File: src/rtl/rvfi_csr_shadow_monitor_pkg.sv
// Shared types and constants for the RVFI CSR shadow monitor.
package rvfi_csr_pkg;

  localparam int XLEN_DEFAULT = 32;

  localparam logic [11:0] CSR_MSTATUS  = 12'h300;
  localparam logic [11:0] CSR_MSCRATCH = 12'h340;
  localparam logic [11:0] CSR_MEPC     = 12'h341;
  localparam logic [11:0] CSR_MCYCLE   = 12'hB00;
  localparam logic [11:0] CSR_MINSTRET = 12'hB02;

  typedef enum logic [1:0] {
    IDLE  = 2'd0,
    TRACK = 2'd1,
    ERROR = 2'd2
  } state_e;

endpackage

File: src/rtl/rvfi_csr_shadow_monitor_if.sv
// RVFI retirement bus subset carrying one CSR's read/write view.
interface rvfi_csr_shadow_monitor_if #(
  parameter int XLEN = 32,
  parameter int NRET = 1
);
  logic [NRET-1:0]      rvfi_valid;
  logic [NRET*64-1:0]   rvfi_order;
  logic [NRET*XLEN-1:0] rvfi_csr_rmask;
  logic [NRET*XLEN-1:0] rvfi_csr_rdata;
  logic [NRET*XLEN-1:0] rvfi_csr_wmask;
  logic [NRET*XLEN-1:0] rvfi_csr_wdata;

  modport master (
    output rvfi_valid, rvfi_order, rvfi_csr_rmask, rvfi_csr_rdata, rvfi_csr_wmask, rvfi_csr_wdata
  );
  modport slave (
    input rvfi_valid, rvfi_order, rvfi_csr_rmask, rvfi_csr_rdata, rvfi_csr_wmask, rvfi_csr_wdata
  );
endinterface

File: src/rtl/rvfi_csr_shadow_monitor_lane.sv
// One retirement channel step: checks read data against the shadow, then folds
// the read and write into it and advances the expected order.
module rvfi_csr_shadow_lane #(
  parameter int               XLEN          = 32,
  parameter logic [XLEN-1:0]  VOLATILE_MASK = '0
) (
  input  logic            valid,
  input  logic [63:0]     order_in,
  input  logic [XLEN-1:0] rmask,
  input  logic [XLEN-1:0] rdata,
  input  logic [XLEN-1:0] wmask,
  input  logic [XLEN-1:0] wdata,
  input  logic [XLEN-1:0] shadow_in,
  input  logic [XLEN-1:0] known_in,
  input  logic            seeded_in,
  input  logic [63:0]     exp_in,
  output logic [XLEN-1:0] shadow_out,
  output logic [XLEN-1:0] known_out,
  output logic            seeded_out,
  output logic [63:0]     exp_out,
  output logic [XLEN-1:0] bad,
  output logic            order_bad
);
  logic [XLEN-1:0] after_read;

  always_comb begin
    shadow_out = shadow_in;
    known_out  = known_in;
    seeded_out = seeded_in;
    exp_out    = exp_in;
    bad        = '0;
    order_bad  = 1'b0;
    after_read = (shadow_in & ~rmask) | (rdata & rmask);
    if (valid) begin
      bad        = (rdata ^ shadow_in) & rmask & known_in;
      shadow_out = (after_read & ~wmask) | (wdata & wmask);
      known_out  = (known_in | rmask | wmask) & ~VOLATILE_MASK;
      // An unseeded tracker accepts any order; afterwards always resync to the observed one.
      order_bad  = seeded_in && (order_in != exp_in);
      exp_out    = order_in + 64'd1;
      seeded_out = 1'b1;
    end
  end
endmodule

File: src/rtl/rvfi_csr_shadow_monitor.sv
// Sequential CSR shadow monitor: tracks one CSR across retirements and flags
// read-data contradictions and rvfi_order gaps, with first-error capture.
module rvfi_csr_shadow_monitor
  import rvfi_csr_pkg::*;
#(
  parameter int               XLEN          = XLEN_DEFAULT,
  parameter int               NRET          = 1,
  parameter logic [XLEN-1:0]  VOLATILE_MASK = '0
) (
  input  logic                        clock,
  input  logic                        reset,
  rvfi_csr_shadow_monitor_if.slave    rvfi,
  output logic [XLEN-1:0]             shadow_value,
  output logic [XLEN-1:0]             shadow_known,
  output logic                        mismatch,
  output logic                        order_error,
  output logic                        err_sticky,
  output logic [63:0]                 err_order,
  output logic [XLEN-1:0]             err_bits,
  output logic [31:0]                 retire_count
);
  state_e          state_q, state_d;
  logic [XLEN-1:0] shadow_q, shadow_d, known_q, known_d;
  logic [63:0]     exp_order_q, exp_order_d;
  logic            mismatch_q, mismatch_d, order_error_q, order_error_d;
  logic            err_sticky_q, err_sticky_d;
  logic [63:0]     err_order_q, err_order_d;
  logic [XLEN-1:0] err_bits_q, err_bits_d;
  logic [31:0]     retire_count_q, retire_count_d;

  logic [XLEN-1:0] shadow_c [NRET+1];
  logic [XLEN-1:0] known_c  [NRET+1];
  logic [63:0]     exp_c    [NRET+1];
  logic            seeded_c [NRET+1];
  logic [XLEN-1:0] bad_c    [NRET];
  logic            obad_c   [NRET];

  assign shadow_c[0] = shadow_q;
  assign known_c[0]  = known_q;
  assign exp_c[0]    = exp_order_q;
  assign seeded_c[0] = (state_q != IDLE);

  // Channel k sees the shadow already updated by channels 0..k-1.
  for (genvar k = 0; k < NRET; k++) begin : g_lane
    rvfi_csr_shadow_lane #(.XLEN(XLEN), .VOLATILE_MASK(VOLATILE_MASK)) u_lane (
      .valid     (rvfi.rvfi_valid[k]),
      .order_in  (rvfi.rvfi_order[k*64 +: 64]),
      .rmask     (rvfi.rvfi_csr_rmask[k*XLEN +: XLEN]),
      .rdata     (rvfi.rvfi_csr_rdata[k*XLEN +: XLEN]),
      .wmask     (rvfi.rvfi_csr_wmask[k*XLEN +: XLEN]),
      .wdata     (rvfi.rvfi_csr_wdata[k*XLEN +: XLEN]),
      .shadow_in (shadow_c[k]),
      .known_in  (known_c[k]),
      .seeded_in (seeded_c[k]),
      .exp_in    (exp_c[k]),
      .shadow_out(shadow_c[k+1]),
      .known_out (known_c[k+1]),
      .seeded_out(seeded_c[k+1]),
      .exp_out   (exp_c[k+1]),
      .bad       (bad_c[k]),
      .order_bad (obad_c[k])
    );
  end

  logic            found;
  logic [63:0]     cap_order;
  logic [XLEN-1:0] cap_bits;

  always_comb begin
    state_d        = state_q;
    shadow_d       = shadow_c[NRET];
    known_d        = known_c[NRET];
    exp_order_d    = exp_c[NRET];
    mismatch_d     = 1'b0;
    order_error_d  = 1'b0;
    err_sticky_d   = err_sticky_q;
    err_order_d    = err_order_q;
    err_bits_d     = err_bits_q;
    retire_count_d = retire_count_q;
    found          = 1'b0;
    cap_order      = '0;
    cap_bits       = '0;
    for (int k = 0; k < NRET; k++) begin
      retire_count_d = retire_count_d + 32'(rvfi.rvfi_valid[k]);
      mismatch_d     = mismatch_d | (|bad_c[k]);
      order_error_d  = order_error_d | obad_c[k];
      if (!found && ((|bad_c[k]) || obad_c[k])) begin
        found     = 1'b1;
        cap_order = rvfi.rvfi_order[k*64 +: 64];
        cap_bits  = bad_c[k];
      end
    end
    // Only the first error is captured; ERROR is left solely through reset.
    if (found && state_q != ERROR) begin
      state_d      = ERROR;
      err_sticky_d = 1'b1;
      err_order_d  = cap_order;
      err_bits_d   = cap_bits;
    end else if (state_q == IDLE && seeded_c[NRET]) begin
      state_d = TRACK;
    end
  end

  always_ff @(posedge clock) begin
    if (!reset) begin
      state_q        <= IDLE;
      shadow_q       <= '0;
      known_q        <= '0;
      exp_order_q    <= '0;
      mismatch_q     <= 1'b0;
      order_error_q  <= 1'b0;
      err_sticky_q   <= 1'b0;
      err_order_q    <= '0;
      err_bits_q     <= '0;
      retire_count_q <= '0;
    end else begin
      state_q        <= state_d;
      shadow_q       <= shadow_d;
      known_q        <= known_d;
      exp_order_q    <= exp_order_d;
      mismatch_q     <= mismatch_d;
      order_error_q  <= order_error_d;
      err_sticky_q   <= err_sticky_d;
      err_order_q    <= err_order_d;
      err_bits_q     <= err_bits_d;
      retire_count_q <= retire_count_d;
    end
  end

  assign shadow_value = shadow_q;
  assign shadow_known = known_q;
  assign mismatch     = mismatch_q;
  assign order_error  = order_error_q;
  assign err_sticky   = err_sticky_q;
  assign err_order    = err_order_q;
  assign err_bits     = err_bits_q;
  assign retire_count = retire_count_q;
endmodule

File: src/flat_wrapper.sv
// flat-port wrapper written by rule: the top's interface ports become plain ports
module rvfi_csr_shadow_monitor_flat import rvfi_csr_pkg::*;
#(
  parameter int               XLEN          = XLEN_DEFAULT,
  parameter int               NRET          = 1,
  parameter logic [XLEN-1:0]  VOLATILE_MASK = '0
)
  (clock, reset, shadow_value, shadow_known, mismatch, order_error, err_sticky, err_order, err_bits, retire_count, rvfi_rvfi_valid, rvfi_rvfi_order, rvfi_rvfi_csr_rmask, rvfi_rvfi_csr_rdata, rvfi_rvfi_csr_wmask, rvfi_rvfi_csr_wdata);
  rvfi_csr_shadow_monitor_if #(.XLEN(XLEN), .NRET(NRET)) rvfi_i ();
  input  logic clock;
  input  logic reset;
  output logic [XLEN-1:0] shadow_value;
  output logic [XLEN-1:0] shadow_known;
  output logic mismatch;
  output logic order_error;
  output logic err_sticky;
  output logic [63:0] err_order;
  output logic [XLEN-1:0] err_bits;
  output logic [31:0] retire_count;
  input wire logic [$bits(rvfi_i.rvfi_valid)-1:0] rvfi_rvfi_valid;
  input wire logic [$bits(rvfi_i.rvfi_order)-1:0] rvfi_rvfi_order;
  input wire logic [$bits(rvfi_i.rvfi_csr_rmask)-1:0] rvfi_rvfi_csr_rmask;
  input wire logic [$bits(rvfi_i.rvfi_csr_rdata)-1:0] rvfi_rvfi_csr_rdata;
  input wire logic [$bits(rvfi_i.rvfi_csr_wmask)-1:0] rvfi_rvfi_csr_wmask;
  input wire logic [$bits(rvfi_i.rvfi_csr_wdata)-1:0] rvfi_rvfi_csr_wdata;
  assign rvfi_i.rvfi_valid = rvfi_rvfi_valid;
  assign rvfi_i.rvfi_order = rvfi_rvfi_order;
  assign rvfi_i.rvfi_csr_rmask = rvfi_rvfi_csr_rmask;
  assign rvfi_i.rvfi_csr_rdata = rvfi_rvfi_csr_rdata;
  assign rvfi_i.rvfi_csr_wmask = rvfi_rvfi_csr_wmask;
  assign rvfi_i.rvfi_csr_wdata = rvfi_rvfi_csr_wdata;
  rvfi_csr_shadow_monitor #(.XLEN(XLEN), .NRET(NRET), .VOLATILE_MASK(VOLATILE_MASK)) u_core (.clock(clock), .reset(reset), .rvfi(rvfi_i), .shadow_value(shadow_value), .shadow_known(shadow_known), .mismatch(mismatch), .order_error(order_error), .err_sticky(err_sticky), .err_order(err_order), .err_bits(err_bits), .retire_count(retire_count));
endmodule
File: config.mk
export PLATFORM = sky130hd
export DESIGN_NAME = rvfi_csr_shadow_monitor_flat
export DESIGN_NICKNAME = d
export VERILOG_FILES = /design/src/rtl/rvfi_csr_shadow_monitor_pkg.sv /design/src/rtl/rvfi_csr_shadow_monitor_if.sv /design/src/rtl/rvfi_csr_shadow_monitor_lane.sv /design/src/rtl/rvfi_csr_shadow_monitor.sv /design/src/flat_wrapper.sv
export SDC_FILE = /design/constraint.sdc
export NUM_CORES = 1
export LEC_CHECK = 0
export ABC_AREA = 0
export CAP_MARGIN = 5
export CORE_ASPECT_RATIO = 0.9
export CORE_MARGIN = 5
export CORE_UTILIZATION = 40
export DETAILED_ROUTE_END_ITERATION = 10
export PLACE_DENSITY_LB_ADDON = 0.3
export RECOVER_POWER = 100
export SYNTH_ARGS = -nofsm -noshare
export SYNTH_HDL_FRONTEND = slang
export SYNTH_SLANG_ARGS = --single-unit
File: constraint.sdc
create_clock -name clock -period 2.6 [get_ports clock]
set_input_delay 0.39 -clock clock [delete_from_list [all_inputs] [get_ports clock]]
set_output_delay 0.39 -clock clock [all_outputs]
set_load 0.03 [all_outputs]
# Word-level counts from Yosys, hierarchy flattened
# Index checks and enable logic that the tools add are counted.
[op_classes]
bitwise = 14
n_reduce_logical = 9
eq_ne = 2
add_sub_neg = 2
muxes = 8
[ops]
columns = ["op", "count"]
rows = [
  ["$and 32x32->32", 6],
  ["$or 32x32->32", 4],
  ["$add 64x1->64 const B", 1],
  ["$mux 32", 2],
  ["$mux 64", 1],
  ["$ne 64x64->1", 1],
  ["$not 32->32", 2],
  ["$add 32x1->32", 1],
  ["$reduce_or 32->1", 1],
  ["$xor 32x32->32", 1],
  ["$mux 2", 2],
  ["$reduce_bool 2->1", 2],
  ["$logic_and 1x1->1", 3],
  ["$mux 1", 3],
  ["$logic_not 2->1", 1],
  ["$ne 2x2->1 const B", 1],
  ["$reduce_or 2->1", 1],
  ["$logic_or 1x1->1", 1],
  ["$not 1->1", 1],
]
[totals]
ff_bits = 261
output_inout_bits = 195
in_bits = 195
elab_cells = 46

# Longest topological paths before layout
# Gate-level depths: netlist of run 1.
[logic_depth]
word_depth = 9
ltp_mapped = 11
ltp_nobuf = 8

# Hierarchy
# A second synthesis of run 1 with hierarchy kept.
[unflattened]
cells_unflattened = 1712
hier_area_um2 = 13525.5
[by_module_without_submodules]
columns = ["mod", "cells_each", "seq_area_each_um2", "n_inst", "area_per_inst_um2"]
rows = [
  ["rvfi_csr_shadow_monitor", 960, 5225.0, 1, 8998.6],
  ["rvfi_csr_shadow_lane", 752, 0.0, 1, 4526.8],
]

# Least setup slack after synthesis of run 1
# No wires, ideal clock.
[synth_path]
kind = "register -> register"
from = "reg u_core.retire_count_q[0], in the netlist u_core.retire_count[0]"
to = "reg u_core.retire_count_q[28], in the netlist u_core.retire_count[28]"
path_buffers = 0
setup_time_ps = 70
path_slack_ps = 263
synth_period_minus_slack_ps = 2337
arrival_ps = 2267
required_time_ps = 2530
stages_incl_launch_ff = 8
path_cell_list = "dfxtp_1 -> ha_1 -> ha_1 -> nand3_1 -> nor3_1 -> nand3_1 -> or3_1 -> a21oi_1"
[synth_between]
elab_chain_len = 1
[synth_lines]
columns = ["item", "line_no", "text"]
rows = [
  ["start: declaration", "rvfi_csr_shadow_monitor.sv:29", "logic [31:0] retire_count_q, retire_count_d;"],
  ["start signal: assignment", "rvfi_csr_shadow_monitor.sv:126", "retire_count_q <= retire_count_d;"],
  ["$add 32x1->32", "rvfi_csr_shadow_monitor.sv:84", "retire_count_d = retire_count_d + 32'(rvfi.rvfi_valid[k]);"],
]
# Every way passes these cells.
# A chain may end at the register's enable or synchronous reset.

# Worst setup path after layout of run 1
[layout_path]
from = "in rvfi_rvfi_order[39]"
to = "reg u_core.err_order_q[34], in the netlist u_core.err_order[34]"
[layout_between]
elab_chain_len = 6
word_cells_on_any_way = 7
cone_classes = "eq/ne (1); mux (3); reduce/logical (3)"
[layout_lines]
columns = ["item", "line_no", "text"]
rows = [
  ["start: declaration", "flat_wrapper.sv:21", "input wire logic [$bits(rvfi_i.rvfi_order)-1:0] rvfi_rvfi_order;"],
  ["$ne 64x64->1 *", "rvfi_csr_shadow_monitor_lane.sv:39", "order_bad = seeded_in && (order_in != exp_in);"],
  ["$logic_and 1x1->1 *", "rvfi_csr_shadow_monitor_lane.sv:39", ""],
  ["$mux 1 *", "rvfi_csr_shadow_monitor_lane.sv:34", "if (valid) begin"],
  ["$logic_or 1x1->1 *", "rvfi_csr_shadow_monitor.sv:87", "if (!found && ((|bad_c[k]) || obad_c[k])) begin"],
  ["$mux 1", "rvfi_csr_shadow_monitor.sv:87", ""],
  ["$logic_and 1x1->1", "rvfi_csr_shadow_monitor.sv:94", "if (found && state_q != ERROR) begin"],
  ["end signal: assignment", "rvfi_csr_shadow_monitor.sv:124", "err_order_q <= err_order_d;"],
  ["end: declaration", "rvfi_csr_shadow_monitor.sv:27", "logic [63:0] err_order_q, err_order_d;"],
]
# Mark *: on every way between the ends. The rest lies on a longest branch, timed or not.

==> flow_metrics.env, run 1 <==
export IMPL_status="finished with violations"
export IMPL_violations="max-capacitance violations, max-slew violations"
export IMPL_mostFrequentLayoutCell="dfxtp_1"
export IMPL_postLayoutCoreUtil_pct=60.66
export IMPL_io_buffers=389
export IMPL_peakVddDrop_mv=0.4939
export IMPL_fmax_mhz=408.5
export IMPL_synth_area_leaders="dfxtp_1 42%, xor2_1 7.9%, a21oi_1 7.1%, nand3_1 6.3%, o21ai_0 6.1%"
export IMPL_whs_ns=0.2343
export IMPL_fin_total_pwr_mw=11.91
export IMPL_yosysWarnings=0
export IMPL_start_util_pct=40.46
export IMPL_routed_via_density=5.434
export IMPL_setup_tns_ns=0
export IMPL_synthSimpleGateAreaFrac_pct=20.74
export IMPL_cts_inserted_buffers=30
export IMPL_hp_class="input port to register"
export IMPL_hpwl_mm=34.46
export IMPL_wl_mm=46.20
export IMPL_cts_setup_buffers=0
export IMPL_drc=0
export IMPL_grt_ovfl_total=0
export IMPL_post_place_cells=2357
export IMPL_intPower_mw=8.299
export IMPL_crit_slowest_cell="clkdlybuf4s50_1"
export IMPL_nNetsFinal=2178
export IMPL_grt_pass1_vias=12640
export IMPL_yosys_cell_types_count=38
export IMPL_rsz0062_at_grt="false"
export IMPL_antenna_cells=0
export IMPL_synth_seq_cells=261
export IMPL_cts_sinks=261
export IMPL_regToRegSetupSlack_ns=0.18
export IMPL_drt_iter0_markers=950
export IMPL_swShare_pct=30.30
export IMPL_maxCapViolCount=1
export IMPL_final_setup_skew_ns=0.009740
export IMPL_syn2layout_area_growth_pct=49.95
export IMPL_endpoint_kind="register"
export IMPL_routed_via_count=13110
export IMPL_synth_top_family_by_area="simple AND/OR/NAND/NOR gates"
export IMPL_drive_above_1_share_pct=10.38
export IMPL_yosysTopAreaCellShare_pct=41.89
export IMPL_ys_seq_area_share_pct=41.89
export IMPL_p_leak_nw=7.589
export IMPL_drtPass1Iterations=5
export IMPL_gr_usage_met3_pct=4.765
export IMPL_top_usage_layer="met2"
export IMPL_slew_headroom_pct=-10.43
export IMPL_synth_compound_area_share_pct=17.81
export IMPL_grt_pass1_wl_mm=70.54
export IMPL_pwr_share_seq_pct=37.7
export IMPL_p_per_area_mw_per_mm2=636.5
export IMPL_synth_xor_area_share_pct=12.57
export IMPL_grt_max_degree=80
export IMPL_path_buf_inv=3
export IMPL_wire_per_inst_um=19.15
export IMPL_fin_ws_ns=0.1522
export IMPL_cts_tree="built"
export IMPL_antenna_found_initial=0
export IMPL_dp_slack_ns=-0.4877
export IMPL_critPathMaxFanout=30
export IMPL_hold_violations=0
export IMPL_synth_top_area_cell="dfxtp_1"
export IMPL_path_cells="clkdlybuf4s50_1 > xor2_1 > nor4_1 > nand4_1 > nor4_4 > buf_4 > o211a_4 > buf_12 > o21ai_0 > a21oi_1"
export IMPL_clock_tree_buffer_depth=3
export IMPL_period_share_pct=94.14
export IMPL_synthAdderAreaFrac_pct=0.3009
export IMPL_layout_common_cells="261 x dfxtp_1, 196 x dlygate4sd3_1, 188 x clkdlybuf4s50_1, 176 x a21oi_1, 173 x o21ai_0"
export IMPL_worst_slew_pin_slew_ns=1.656
export IMPL_slowest_delay_ns=0.61
export IMPL_cp_arrival_ns=2.90
export IMPL_dieHeight_um=177.5
export IMPL_power_switching_mw=3.608
export IMPL_clkPwrFrac_pct=38.2
export IMPL_clk_pin_slew_ns=0.06
export IMPL_track_usage_pct=25.05
export IMPL_use_met1_pct=35.39
export IMPL_crit_type="input port to register"
export IMPL_core_rowCount=61
export IMPL_chipWidth_um=196.2
export IMPL_muxShareOfSynthArea_pct=2.728
export IMPL_layout_cells_non_filler=2413
export IMPL_clock_latency_ns=0.54
export IMPL_root_buffer="clkbuf_16"
export IMPL_ios=390
export IMPL_syn_cell_area_mm2=0.01247
export IMPL_fin_area_mm2=0.01871
export IMPL_dpl_instance_area_mm2=0.01766
export IMPL_postSynthCellCount=1519
export IMPL_power_frac_comb_pct=24.0
export IMPL_dieArea_mm2=0.03482
export IMPL_design_core_area_mm2=0.03083
export IMPL_final_antenna_net_count=0
export IMPL_crit_path_start_kind="input port"
export IMPL_setup_violations=0
export IMPL_syn_nets=1717
export IMPL_period_minus_slack_ns=2.448
export IMPL_cpLargestDelayFamily="buffers and inverters"
export IMPL_use_met2_pct=39.27
export IMPL_drv_slew=80
export IMPL_gp_congestion=0.8995
export IMPL_cp_required_ns=3.05
export IMPL_htree_levels=1
export IMPL_syn_area_per_cell_um2=8.212
layer usage:
| layer | routed length [um] | part of all wire (%) |
|---|---|---|
| met1 | 20780 | 45 |
| met2 | 20700 | 45 |
| met3 | 3309 | 7.2 |
| met4 | 1407 | 3.0 |
| met5 | 0 | 0 |
cells by family after synthesis:
kind of cell | Yosys count
AOI/OAI and AO/OA | 412
DFF | 261
and+or+nand+nor | 513
buffers and inverters | 117
xor gates and xnor gates | 179
adders and majority gates | 3
muxes | 34
layout make-up:
class | count | area, um^2
tap | 409 | 511.7
clock buffer | 46 | 922.1
clock inverter | 10 | 153.9
fill | 2677 | 12130
timing repair buffer | 537 | 5069
inverter | 9 | 38.79
sequential | 261 | 5225
multi-input combinational | 1141 | 6785
final timing paths:
check / startpoint / end / cells after the start
min reg2reg: u_core.err_order[63]$_SDFFE_PN0P_ / u_core.err_order[63]$_SDFFE_PN0P_ / 2
max reg2reg: u_core.exp_order_q[34]$_SDFFE_PN0P_ / u_core.err_order[34]$_SDFFE_PN0P_ / 10
max: rvfi_rvfi_order[39] / u_core.err_order[34]$_SDFFE_PN0P_ / 10
min: rvfi_rvfi_valid / register / 2
cell usage after synthesis, drive strengths merged:
cell type,n
a21oi,176
nor3,14
nand4,24
dfxtp,261
nor4,30
and2,7
o21ai,178
a31oi,1
and4,13
a211oi,21
o21a,33
nand2b,34
xor2,113
nor2,165
and3,12
a311oi,1
mux2i,34
or2,3
nand3,159
nand2,40
or3,10
clkbuf,78
nor4b,1
o211a,1
o211ai,1
ha,3
nor4bb,1
inv,9
buf,30
xnor2,66
power by group through the flow:
stage	Combinational [mW]	Sequential [mW]	Clock, mW
floorplan	1.07	5.00	0
global placement	2.90	4.58	0
detailed placement	2.94	4.58	0
CTS	2.95	4.50	4.63
global route	3.06	4.53	4.79
finish	2.86	4.49	4.55
repair_timing:
item	CTS	global route
hold buffers	0	0
resized for setup	0	5
endpoints found under the setup margin	0	95
No activity file was read; power rests on OpenSTA's default activity.
==> run 2, diff against run 1 <==
- PLACE_DENSITY: unset -> 0.79
- PLACE_DENSITY_LB_ADDON: 0.3 -> unset
==> run 2 against run 1 <==
The flow still finishes with violations (max-capacitance violations, max-slew violations). Flip-flop and latch count is the same. Cell area shrank 1.1%. Power decreased by 4.7%. Critical path type unchanged. Count of clock-buffer cells in the layout down 3. Die area unchanged. Largest cell class unchanged.
==> flow_metrics.env, run 2 (same netlist as run 1, synthesis figures left out) <==
export IMPL_path_cells="clkdlybuf4s50_1 > xor2_1 > nor4_2 > buf_4 > nand4_1 > nor4_4 > o211a_4 > buf_12 > o21ai_0 > a21oi_1"
export IMPL_cts_inserted_buffers=29
export IMPL_violations="max-capacitance violations, max-slew violations"
export IMPL_drive_above_1_share_pct=9.684
export IMPL_cp_required_ns=3.05
export IMPL_worst_slew_pin_slew_ns=1.705
export IMPL_cts_setup_buffers=0
export IMPL_dieArea_mm2=0.03482
export IMPL_grt_max_degree=97
export IMPL_dp_slack_ns=-0.4227
export IMPL_syn2layout_area_growth_pct=48.24
export IMPL_crit_slowest_cell="clkdlybuf4s50_1"
export IMPL_hold_violations=0
export IMPL_grt_pass1_vias=12800
export IMPL_setup_tns_ns=0
export IMPL_status="finished with violations"
export IMPL_cts_tree="built"
export IMPL_antenna_found_initial=0
export IMPL_postLayoutCoreUtil_pct=59.97
export IMPL_crit_path_start_kind="input port"
export IMPL_ios=390
export IMPL_design_core_area_mm2=0.03083
export IMPL_period_share_pct=94.46
export IMPL_cpLargestDelayFamily="buffers and inverters"
export IMPL_core_rowCount=61
export IMPL_maxCapViolCount=1
export IMPL_fin_total_pwr_mw=11.34
export IMPL_io_buffers=389
export IMPL_fin_ws_ns=0.1441
export IMPL_p_leak_nw=7.441
export IMPL_track_usage_pct=25.01
export IMPL_grt_ovfl_total=0
export IMPL_clock_tree_buffer_depth=3
export IMPL_mostFrequentLayoutCell="dfxtp_1"
export IMPL_wl_mm=45.61
export IMPL_drv_slew=80
export IMPL_gp_congestion=0.9337
export IMPL_final_antenna_net_count=0
export IMPL_nNetsFinal=2171
export IMPL_period_minus_slack_ns=2.456
export IMPL_chipWidth_um=196.2
export IMPL_cts_sinks=261
export IMPL_layout_cells_non_filler=2403
export IMPL_endpoint_kind="register"
export IMPL_fmax_mhz=407.2
export IMPL_cp_arrival_ns=2.91
export IMPL_final_setup_skew_ns=0.02275
export IMPL_wire_per_inst_um=18.98
export IMPL_hpwl_mm=33.95
export IMPL_slew_headroom_pct=-13.70
export IMPL_post_place_cells=2351
export IMPL_start_util_pct=40.46
export IMPL_crit_type="input port to register"
export IMPL_drtPass1Iterations=5
export IMPL_grt_pass1_wl_mm=70.77
export IMPL_hp_class="input port to register"
export IMPL_slowest_delay_ns=0.54
export IMPL_routed_via_count=13030
export IMPL_critPathMaxFanout=48
export IMPL_path_buf_inv=3
export IMPL_setup_violations=0
export IMPL_routed_via_density=5.423
export IMPL_layout_common_cells="261 x dfxtp_1, 207 x dlygate4sd3_1, 179 x clkdlybuf4s50_1, 176 x a21oi_1, 164 x nor2_1"
export IMPL_peakVddDrop_mv=0.4982
export IMPL_p_per_area_mw_per_mm2=613.4
export IMPL_clock_latency_ns=0.56
export IMPL_root_buffer="clkbuf_16"
export IMPL_drc=0
export IMPL_drt_iter0_markers=982
export IMPL_dieHeight_um=177.5
export IMPL_clk_pin_slew_ns=0.06
export IMPL_htree_levels=1
-- run 2: cell types whose count changed in the layout (fill, tap and decap cells not counted), sizes merged --
| cell | previous run | this run |
|---|---|---|
| buf | 134 | 128 |
| bufinv | 4 | 1 |
| clkbuf | 62 | 59 |
| clkdlybuf4s50 | 188 | 179 |
| clkinv | 5 | 4 |
| clkinvlp | 0 | 2 |
| diode | 0 | 1 |
| dlygate4sd3 | 196 | 207 |
| dlymetal6s2s | 3 | 1 |
-- run 2: worst reg2reg max path, cell delays in order, from the launching register on --
cell,delay (ns)
dfxtp_1,0.32
xor2_1,0.22
nor4_1,0.34
buf_4,0.16
nand4_1,0.12
nor4_4,0.36
o211a_4,0.27
buf_12,0.23
o21ai_0,0.12
a21oi_1,0.19
-- run 2: path summary, 6_finish.rpt --
check | start | end | slack [ns] | cells after the start
max | rvfi_rvfi_order[10] | u_core.err_order[20]$_SDFFE_PN0P_ | 0.14 | 10
min | rvfi_rvfi_valid | register | 0.24 | 2
max reg2reg | u_core.exp_order_q[48]$_SDFFE_PN0P_ | u_core.err_order[20]$_SDFFE_PN0P_ | 0.15 | 9
min reg2reg | u_core.err_order[63]$_SDFFE_PN0P_ | u_core.err_order[63]$_SDFFE_PN0P_ | 0.46 | 2
-- run 2: stage by stage --
stage	cell area (um^2)	hold slack [ns]
after detailed placement	17620	0.4518
after floorplan	12470	0.4672
after CTS	18540	0.2291
final	18490	0.2429
after global placement	17620	0.4445
after global routing	18490	0.2489
-- run 2: per-layer routing --
metal	vias to the layer above	global-route usage, %	part of all wire, %
li1	6234	-	-
met1	6152	33.43	42
met2	554	40.31	45
met3	91	6.283	9.2
met4	0	7.126	3.2
met5	-	0	0
-- run 2: report_power, final --
group,internal (mW),total (mW),switching (mW)
Combinational,1.15,2.84,1.69
Clock,2.32,4.02,1.70
Sequential,4.31,4.49,0.184
Total,7.77,11.3,3.57
-- run 2: repair_timing --
action | CTS | global route
endpoints found under the setup margin | 0 | 86
hold buffers | 0 | 0
resized for setup | 0 | 4
-- run 2: cell type report --
cell class                      count  area (um^2)
Antenna cell                        1        2.502
Clock buffer                       43        838.3
Clock inverter                      8        78.83
Fill cell                        2664        12340
Inverter                            9        37.54
Multi-Input combinational cell   1141         6785
Sequential cell                   261         5225
Tap cell                          409        511.7
Timing Repair Buffer              531         5014
==> run 3, diff against run 2 <==
- ABC_CLOCK_PERIOD_IN_PS: unset -> 2600
==> results of run 3 <==
No change in the layout: final DEF, timing and power equal those of run 2.
